==> src/rtl/mem_arbiter_if.sv <==
`default_nettype none
// +----------------------------------------------------------------------------+
// | mem_arbiter_if : datapath request/response and RAM bus bundle for          |
// |                  mem_arbiter. Revision 1.0                                  |
// +----------------------------------------------------------------------------+
interface mem_arbiter_if #(
   parameter int ADDR_W = 32,
   parameter int DATA_W = 32
);
   logic              halt;
   logic              imemREN;
   logic [ADDR_W-1:0] imemaddr;
   logic              ihit;
   logic [DATA_W-1:0] imemload;
   logic              dmemREN;
   logic              dmemWEN;
   logic [ADDR_W-1:0] dmemaddr;
   logic [DATA_W-1:0] dmemstore;
   logic              dhit;
   logic [DATA_W-1:0] dmemload;
   logic              ramREN;
   logic              ramWEN;
   logic [ADDR_W-1:0] ramaddr;
   logic [DATA_W-1:0] ramstore;
   logic [DATA_W-1:0] ramload;
   logic              ramrdy;

   // slave = the arbiter; master = datapath plus RAM model around it
   modport slave (
      input  halt, imemREN, imemaddr, dmemREN, dmemWEN, dmemaddr, dmemstore,
             ramload, ramrdy,
      output ihit, imemload, dhit, dmemload, ramREN, ramWEN, ramaddr, ramstore
   );
   modport master (
      output halt, imemREN, imemaddr, dmemREN, dmemWEN, dmemaddr, dmemstore,
             ramload, ramrdy,
      input  ihit, imemload, dhit, dmemload, ramREN, ramWEN, ramaddr, ramstore
   );
endinterface
`default_nettype wire

==> src/rtl/mem_arbiter.sv <==
`default_nettype none
// +----------------------------------------------------------------------------+
// | mem_arbiter : serialises fetch and data requests onto one RAM port with    |
// |               fetch/data fairness. Optional MEM_ARB_IBUF_EN: 1-entry ibuf. |
// | Revision 1.0                                                               |
// +----------------------------------------------------------------------------+
module mem_arbiter #(
   parameter int ADDR_W = 32,
   parameter int DATA_W = 32
) (
   input  logic         CLK,
   input  logic         nRST,
   mem_arbiter_if.slave bus
);
   typedef enum logic [2:0] {
      IDLE  = 3'd0,
      DACC  = 3'd1,
      IACC  = 3'd2,
      DRESP = 3'd3,
      IRESP = 3'd4
   } state_t;

   state_t            state_q, state_d;
   logic              wr_q, wr_d;
   logic              ifair_q, ifair_d;
   logic [ADDR_W-1:0] addr_q, addr_d;
   logic [DATA_W-1:0] store_q, store_d;
   logic [DATA_W-1:0] imemload_q, imemload_d;
   logic [DATA_W-1:0] dmemload_q, dmemload_d;
   logic              w_dreq;
   logic              w_ielig;
`ifdef MEM_ARB_IBUF_EN
   logic              ibuf_valid_q, ibuf_valid_d;
   logic [ADDR_W-1:0] ibuf_tag_q, ibuf_tag_d;
   logic [DATA_W-1:0] ibuf_data_q, ibuf_data_d;
`endif

   assign w_dreq  = bus.dmemREN | bus.dmemWEN;
   assign w_ielig = bus.imemREN & ~bus.halt;

   always_comb begin
      state_d    = state_q;
      wr_d       = wr_q;
      ifair_d    = ifair_q;
      addr_d     = addr_q;
      store_d    = store_q;
      imemload_d = imemload_q;
      dmemload_d = dmemload_q;
`ifdef MEM_ARB_IBUF_EN
      ibuf_valid_d = ibuf_valid_q;
      ibuf_tag_d   = ibuf_tag_q;
      ibuf_data_d  = ibuf_data_q;
`endif
      case (state_q)
         IDLE: begin
            if (w_dreq && (!w_ielig || !ifair_q)) begin
               // simultaneous REN and WEN resolves to a write
               state_d = DACC;
               wr_d    = bus.dmemWEN;
               addr_d  = bus.dmemaddr;
               store_d = bus.dmemstore;
            end else if (w_ielig) begin
               state_d = IACC;
               wr_d    = 1'b0;
               addr_d  = bus.imemaddr;
`ifdef MEM_ARB_IBUF_EN
               if (ibuf_valid_q && (bus.imemaddr == ibuf_tag_q)) begin
                  state_d    = IRESP;
                  imemload_d = ibuf_data_q;
               end
`endif
            end
         end
         DACC: begin
            if (bus.ramrdy) begin
               state_d = DRESP;
               if (!wr_q) begin
                  dmemload_d = bus.ramload;
               end
`ifdef MEM_ARB_IBUF_EN
               if (wr_q && (addr_q == ibuf_tag_q)) begin
                  ibuf_valid_d = 1'b0;
               end
`endif
            end
         end
         IACC: begin
            if (bus.ramrdy) begin
               state_d    = IRESP;
               imemload_d = bus.ramload;
            end
         end
         DRESP: begin
            state_d = IDLE;
            if (w_ielig) begin
               ifair_d = 1'b1;
            end
         end
         IRESP: begin
            state_d = IDLE;
            ifair_d = 1'b0;
`ifdef MEM_ARB_IBUF_EN
            ibuf_valid_d = 1'b1;
            ibuf_tag_d   = addr_q;
            ibuf_data_d  = imemload_q;
`endif
         end
         default: state_d = IDLE;
      endcase
   end

   always_ff @(posedge CLK or negedge nRST) begin
      if (!nRST) begin
         state_q    <= IDLE;
         wr_q       <= 1'b0;
         ifair_q    <= 1'b0;
         addr_q     <= '0;
         store_q    <= '0;
         imemload_q <= '0;
         dmemload_q <= '0;
`ifdef MEM_ARB_IBUF_EN
         ibuf_valid_q <= 1'b0;
         ibuf_tag_q   <= '0;
         ibuf_data_q  <= '0;
`endif
      end else begin
         state_q    <= state_d;
         wr_q       <= wr_d;
         ifair_q    <= ifair_d;
         addr_q     <= addr_d;
         store_q    <= store_d;
         imemload_q <= imemload_d;
         dmemload_q <= dmemload_d;
`ifdef MEM_ARB_IBUF_EN
         ibuf_valid_q <= ibuf_valid_d;
         ibuf_tag_q   <= ibuf_tag_d;
         ibuf_data_q  <= ibuf_data_d;
`endif
      end
   end

   // enables decode from state so an async reset drops them at once
   assign bus.ramREN   = (state_q == IACC) || ((state_q == DACC) && !wr_q);
   assign bus.ramWEN   = (state_q == DACC) && wr_q;
   assign bus.ramaddr  = addr_q;
   assign bus.ramstore = store_q;
   assign bus.ihit     = (state_q == IRESP);
   assign bus.dhit     = (state_q == DRESP);
   assign bus.imemload = imemload_q;
   assign bus.dmemload = dmemload_q;
endmodule
`default_nettype wire

==> src/flat_wrapper.sv <==
// flat-port wrapper written by rule: the top's interface ports become plain ports
module mem_arbiter_flat 
#(
   parameter int ADDR_W = 32,
   parameter int DATA_W = 32
)
  (CLK, nRST, bus_halt, bus_imemREN, bus_imemaddr, bus_dmemREN, bus_dmemWEN, bus_dmemaddr, bus_dmemstore, bus_ramload, bus_ramrdy, bus_ihit, bus_imemload, bus_dhit, bus_dmemload, bus_ramREN, bus_ramWEN, bus_ramaddr, bus_ramstore);
  mem_arbiter_if #(.ADDR_W(ADDR_W), .DATA_W(DATA_W)) bus_i ();
  input  logic CLK;
  input  logic nRST;
  input wire logic [$bits(bus_i.halt)-1:0] bus_halt;
  input wire logic [$bits(bus_i.imemREN)-1:0] bus_imemREN;
  input wire logic [$bits(bus_i.imemaddr)-1:0] bus_imemaddr;
  input wire logic [$bits(bus_i.dmemREN)-1:0] bus_dmemREN;
  input wire logic [$bits(bus_i.dmemWEN)-1:0] bus_dmemWEN;
  input wire logic [$bits(bus_i.dmemaddr)-1:0] bus_dmemaddr;
  input wire logic [$bits(bus_i.dmemstore)-1:0] bus_dmemstore;
  input wire logic [$bits(bus_i.ramload)-1:0] bus_ramload;
  input wire logic [$bits(bus_i.ramrdy)-1:0] bus_ramrdy;
  output wire logic [$bits(bus_i.ihit)-1:0] bus_ihit;
  output wire logic [$bits(bus_i.imemload)-1:0] bus_imemload;
  output wire logic [$bits(bus_i.dhit)-1:0] bus_dhit;
  output wire logic [$bits(bus_i.dmemload)-1:0] bus_dmemload;
  output wire logic [$bits(bus_i.ramREN)-1:0] bus_ramREN;
  output wire logic [$bits(bus_i.ramWEN)-1:0] bus_ramWEN;
  output wire logic [$bits(bus_i.ramaddr)-1:0] bus_ramaddr;
  output wire logic [$bits(bus_i.ramstore)-1:0] bus_ramstore;
  assign bus_i.halt = bus_halt;
  assign bus_i.imemREN = bus_imemREN;
  assign bus_i.imemaddr = bus_imemaddr;
  assign bus_i.dmemREN = bus_dmemREN;
  assign bus_i.dmemWEN = bus_dmemWEN;
  assign bus_i.dmemaddr = bus_dmemaddr;
  assign bus_i.dmemstore = bus_dmemstore;
  assign bus_i.ramload = bus_ramload;
  assign bus_i.ramrdy = bus_ramrdy;
  assign bus_ihit = bus_i.ihit;
  assign bus_imemload = bus_i.imemload;
  assign bus_dhit = bus_i.dhit;
  assign bus_dmemload = bus_i.dmemload;
  assign bus_ramREN = bus_i.ramREN;
  assign bus_ramWEN = bus_i.ramWEN;
  assign bus_ramaddr = bus_i.ramaddr;
  assign bus_ramstore = bus_i.ramstore;
  mem_arbiter #(.ADDR_W(ADDR_W), .DATA_W(DATA_W)) u_core (.CLK(CLK), .nRST(nRST), .bus(bus_i));
endmodule
==> config.mk <==
export PLATFORM = sky130hd
export DESIGN_NAME = mem_arbiter_flat
export DESIGN_NICKNAME = d
export VERILOG_FILES = /design/src/rtl/mem_arbiter_if.sv /design/src/rtl/mem_arbiter.sv /design/src/flat_wrapper.sv
export SDC_FILE = /design/constraint.sdc
export NUM_CORES = 1
export LEC_CHECK = 0
export ABC_AREA = 1
export BUFFER_PORTS_ARGS = -buffer_cell sky130_fd_sc_hd__buf_2
export CORE_ASPECT_RATIO = 0.5
export CORE_MARGIN = 10
export CORE_UTILIZATION = 42
export DETAILED_ROUTE_END_ITERATION = 6
export PLACE_DENSITY_LB_ADDON = 0.25
export SETUP_SLACK_MARGIN = 0.2
export SYNTH_ARGS = -nofsm -noshare
export SYNTH_HDL_FRONTEND = slang
export SYNTH_SLANG_ARGS = --single-unit
==> constraint.sdc <==
create_clock -name CLK -period 1.25 [get_ports CLK]
set_clock_uncertainty 0.05 [all_clocks]
set_input_delay 0.25 -clock CLK [delete_from_list [all_inputs] [get_ports CLK]]
set_output_delay 0.25 -clock CLK [all_outputs]
set_load 0.05 [all_outputs]
; ---- Word-level counts from Yosys, hierarchy flattened
; Index checks and enable logic that the tools add are counted.
; W data, S select, Z words.
[word_totals]
regBits = 133
in_bits = 135
elab_cells = 47
[op_classes]
eq_ne = 8
n_mux = 11
n_bitwise = 4
reduce_logical = 17
[op_table]
columns = cell, count
row1 = $mux W32, 2
row2 = $mux W3, 4
row3 = $pmux W3 S3, 1
row4 = $reduce_and A2 Y1, 4
row5 = $eq A3 B2 Y1 const B, 2
row6 = $reduce_and A3 Y1, 2
row7 = $ne A2 B2 Y1 const B, 2
row8 = $reduce_bool A2 Y1, 2
row9 = $eq A3 B1 Y1 const B, 1
row10 = $eq A3 B3 Y1 const B, 1
row11 = $logic_and A1 B1 Y1, 3
row12 = $logic_not A1 Y1, 3
row13 = $logic_not A3 Y1, 1
row14 = $mux W1, 3
row15 = $ne A3 B1 Y1 const B, 1
row16 = $logic_or A1 B1 Y1, 2
row17 = $ne A2 B1 Y1 const B, 1
row18 = $not A1 Y1, 2
row19 = $pmux W1 S2, 1
row20 = $and A1 B1 Y1, 1
row21 = $or A1 B1 Y1, 1

; ---- Depth between registers and ports, before layout
[logic_depth]
depth_word = 7
ltp_mapped = 8
mapped_depth_nobuf = 7

; ---- Worst setup path before layout
; OpenSTA, ideal clock, no wires.
[synth_timing]
path_type = reg2out
start = register u_core.state_q[2]
end = output bus_ramREN
t_arrival_ns = 1.756
required_ns = 0.950
slack_ns = -0.806
stages_incl_launch_ff = 4
cell_sequence = dfrtp_1 inv_1 nand3_4 o21ai_0
[synth_via]
elab_chain_cells = 3
[synth_rtl]
columns = element, line_no
row1 = start: declaration, mem_arbiter.sv:23  ; state_t state_q, state_d;
row2 = start signal: assignment, mem_arbiter.sv:127  ; state_q <= state_d;
row3 = $eq A3 B1 Y1, mem_arbiter.sv:143  ; assign bus.ramREN = (state_q == IACC) || ((state_q == DACC) && !wr_q);
row4 = $logic_and A1 B1 Y1, mem_arbiter.sv:143
row5 = $logic_or A1 B1 Y1 (*), mem_arbiter.sv:143
row6 = end: declaration, flat_wrapper.sv:24  ; output wire logic [$bits(bus_i.ramREN)-1:0] bus_ramREN;
; Every way passes the cells marked *; elsewhere a longest branch is shown, timed or not.

; ---- Final worst setup path
[layout_timing]
start = register u_core.state_q[1]
end = register u_core.addr_q[31] (netlist: u_core.bus.ramaddr[31])
[layout_via]
elab_chain_cells = 2
[layout_rtl]
columns = element, line_no
row1 = $logic_not A3 Y1, mem_arbiter.sv:54  ; case (state_q)
row2 = $reduce_and A2 Y1 (no source line), n/a
row3 = end signal: assignment, mem_arbiter.sv:130  ; addr_q <= addr_d;
row4 = end: declaration, mem_arbiter.sv:26  ; logic [ADDR_W-1:0] addr_q, addr_d;
; Every way passes these cells.
; A chain may end at the register's enable or synchronous reset.

==> results.ini <==
[sta]
final_hold_viol_count = 0
tightest_slew_ps = 424.5
hold_slack_ps = 8.958
max-slew-margin-rel = 0.7160
fin_crit_sh = 1.475
setup_viol = 249
slew_viol_final = 0
rsz0062_at_grt = yes
fin_ws_ps = -594.3
fmax_mhz = 542.2
fin_crit_ps = 1844

[place]
place_congestion = 0.8151
hpwl_um = 13550
dp.cells = 1112
portBuffers = 266

[pwr]
p_clk_frac = 0.141
leakagePower_nw = 5.851
ir_drop_mv = 2.320
p_int_mw = 19.01
pwr-share-comb = 0.637
powerDensity_nw_per_um2 = 3367
swShare = 0.4815
switchingPower_mw = 17.65
p_seq_frac = 0.222

[synth]
ys_ff_latch = 133
synth_top_cell_area_share = 0.5948
synthTopCellsByArea = dfrtp_1 59%, nand2_1 23%, nand3_1 4.4%
yosysMostFrequentCell = nand2_1
synth_area_per_cell_um2 = 8.289
netlist_area_um2 = 5595
ys_seq_area_frac = 0.5948
yosysTopAreaCell = dfrtp_1
ys.flop_type = dfrtp_1
ys_types = 19
synthTopCellsByCount = 343 x nand2_1, 133 x dfrtp_1, 49 x nand3_1
yosysWarnings = 0
synth_nets = 810
ys_async_sr_fraction = 1.000
synth_edf_count = 0
synth_cells = 675

[grt]
track_usage = 0.2294
grt_pass1_wl_um = 34120
overflow = 0
antenna_found_initial = 0
grt_pass1_vias = 6348
grt_max_degree = 45

[final_layout]
finalNonFillerCells = 1273
finalNetCount = 1224
final_layout_size_suffix_gt1_frac = 0.5154
final_util = 0.8478
areaGrowthSynthToFinish_pct = 94.61

[setup_path]
cp-endpoint = u_core.bus.ramaddr[31]$_DFFE_PN0P_
cp-startpoint = u_core.state_q[1]$_DFFE_PN0P_
rr_startpoint = u_core.state_q[1]$_DFFE_PN0P_
r2r_cells = 9
crit_required_ps = 1480
cp-start-kind = flip-flop
r2r_setup_slack_ps = -590
worstPathMaxFanout = 5
cp-end-kind = flip-flop
arrival_ps = 2070
critical_path_class = reg2reg
r2r_end = u_core.bus.ramaddr[31]$_DFFE_PN0P_

[floorplanning]
dieArea_um2 = 18620
start_util = 0.4356
die_h_um = 101.6
coreArea_um2 = 12840
rows = 29
io_pins = 267
fp.dieW_um = 183.2

[min_path]
hold_path.class = in2reg

[clock_network]
cts_max_level = 4
cts_buffers = 17
clk_latency_ps = 410
cts_tree = yes
clock-sinks = 133
root_buffer = clkbuf_16
clk_pin_slew_worst_paths_ps = 60
clockBufferDepth = 2

[routing]
first_pass_iters = 5
wirelength_um = 26770
drc = 0
wire_per_inst_um = 21.03
routed_via_density = 5.268
drt_iter0_markers = 556
ant_nets = 0
via_count = 6706

[flow_run]
cap_violations = 0

[outcome]
violations = setup timing
status = complete, but fails checks

layer usage:
| metal | global-route usage | routed length [µm] |
|---|---|---|
| met1 | 0.2588 | 9847 |
| met2 | 0.4098 | 13510 |
| met3 | 0.06574 | 2450 |
| met4 | 0.08698 | 962 |
| met5 | 0 | 0 |
area by class of cell:
class                      count  area, µm²
antenna                        1      2.502
clock buffer                  20      446.7
clock inverter                12      153.9
fill                         624       1956
inverter                      30      133.9
multi-input combinational    476       2527
sequential                   133       3332
tap                          170      212.7
timing repair buffer         428       4038
timing repair inverter         3      42.54
power by group through the flow:
stage / sequential, mW / combinational [mW] / clock [mW]
finish: 8.14 / 23.4 / 5.17
global route: 8.29 / 24.2 / 5.41
CTS: 7.88 / 20.0 / 5.13
detailed placement: 7.47 / 14.7 / 0
global placement: 7.42 / 14.5 / 0
floorplan: 14.2 / 3.68 / 0
worst min-delay path by stage:
stage | startpoint | slack, ps | to | cells after the start
floorplan | nRST | -100 | u_core.bus.dmemload[0]$_DFFE_PN0P_ | 0
global placement | nRST | 80 | u_core.bus.imemload[16]$_DFFE_PN0P_ | 1
detailed placement | nRST | 90 | u_core.bus.imemload[16]$_DFFE_PN0P_ | 1
CTS | bus_dmemstore[3] | 4 | u_core.bus.ramstore[3]$_DFFE_PN0P_ | 3
global route | bus_dmemstore[5] | 2 | u_core.bus.ramstore[5]$_DFFE_PN0P_ | 3
finish | bus_dmemstore[5] | 9 | u_core.bus.ramstore[5]$_DFFE_PN0P_ | 3
cells by family after synthesis:
| logic type | Yosys count | synth area share |
|---|---|---|
| flops | 133 | 0.5948 |
| buf+inv | 66 | 0.05233 |
| compound gates | 52 | 0.04651 |
| simple gates | 424 | 0.3064 |
stage by stage:
step | worst slack [ps] | total power, mW | TNS (ps) | area (µm²)
6_report | -594.3 | 36.66 | -54480 | 10890
5_1_grt | -633.4 | 37.94 | -62520 | 10890
4_1_cts | -425.7 | 32.97 | -37290 | 9871
3_5_place_dp | -199.6 | 22.21 | -20090 | 7412
3_3_place_gp | -185.4 | 21.94 | -17040 | 7412
2_1_floorplan | -182.0 | 17.92 | -14290 | 5653
what timing repair did:
| action | CTS | global route |
|---|---|---|
| gates cloned | 16 | 8 |
| resized for setup | 316 | 162 |
| pin swaps | 6 | 42 |
| setup endpoints to repair | 265 | 265 |
| endpoints found under the hold margin | 155 | 1 |
| hold buffers | 23 | 1 |
| buffers inserted | 39 | 41 |
worst max-delay path: stages (launching register included):
cell and delay [ps]:
dfrtp_2 450, buf_6 140, nor3_4 220, inv_2 110, nor2_4 210, inv_4 100
buf_12 150, buf_16 130, nand2_1 80, nand2_1 80
cell usage in the layout (no fill, tap or decap), types with 5 or more instances in the layout:
master / Yosys / routed
nor2_4: 3 / 5
nand2_4: 0 / 36
buf_16: 0 / 9
buf_4: 0 / 86
inv_1: 27 / 24
o21ai_2: 0 / 13
buf_2: 24 / 133
clkbuf_16: 0 / 23
o21ai_0: 35 / 13
dlygate4sd3_1: 0 / 24
nor2_1: 20 / 19
buf_12: 0 / 17
nand2_1: 343 / 252
a21oi_1: 17 / 15
nand3_1: 49 / 46
nand2_2: 2 / 56
dfrtp_1: 133 / 130
o21ai_1: 0 / 8
buf_6: 2 / 151
state kept, by name (all words and copies together) (netlist names):
| name | flops |
|---|---|
| u_core.ifair_q | 1 |
| u_core.bus.ramstore | 32 |
| u_core.bus.imemload | 32 |
| u_core.state_q | 3 |
| u_core.wr_q | 1 |
| u_core.bus.dmemload | 32 |
| u_core.bus.ramaddr | 32 |
No activity file was read; power rests on OpenSTA's default activity.
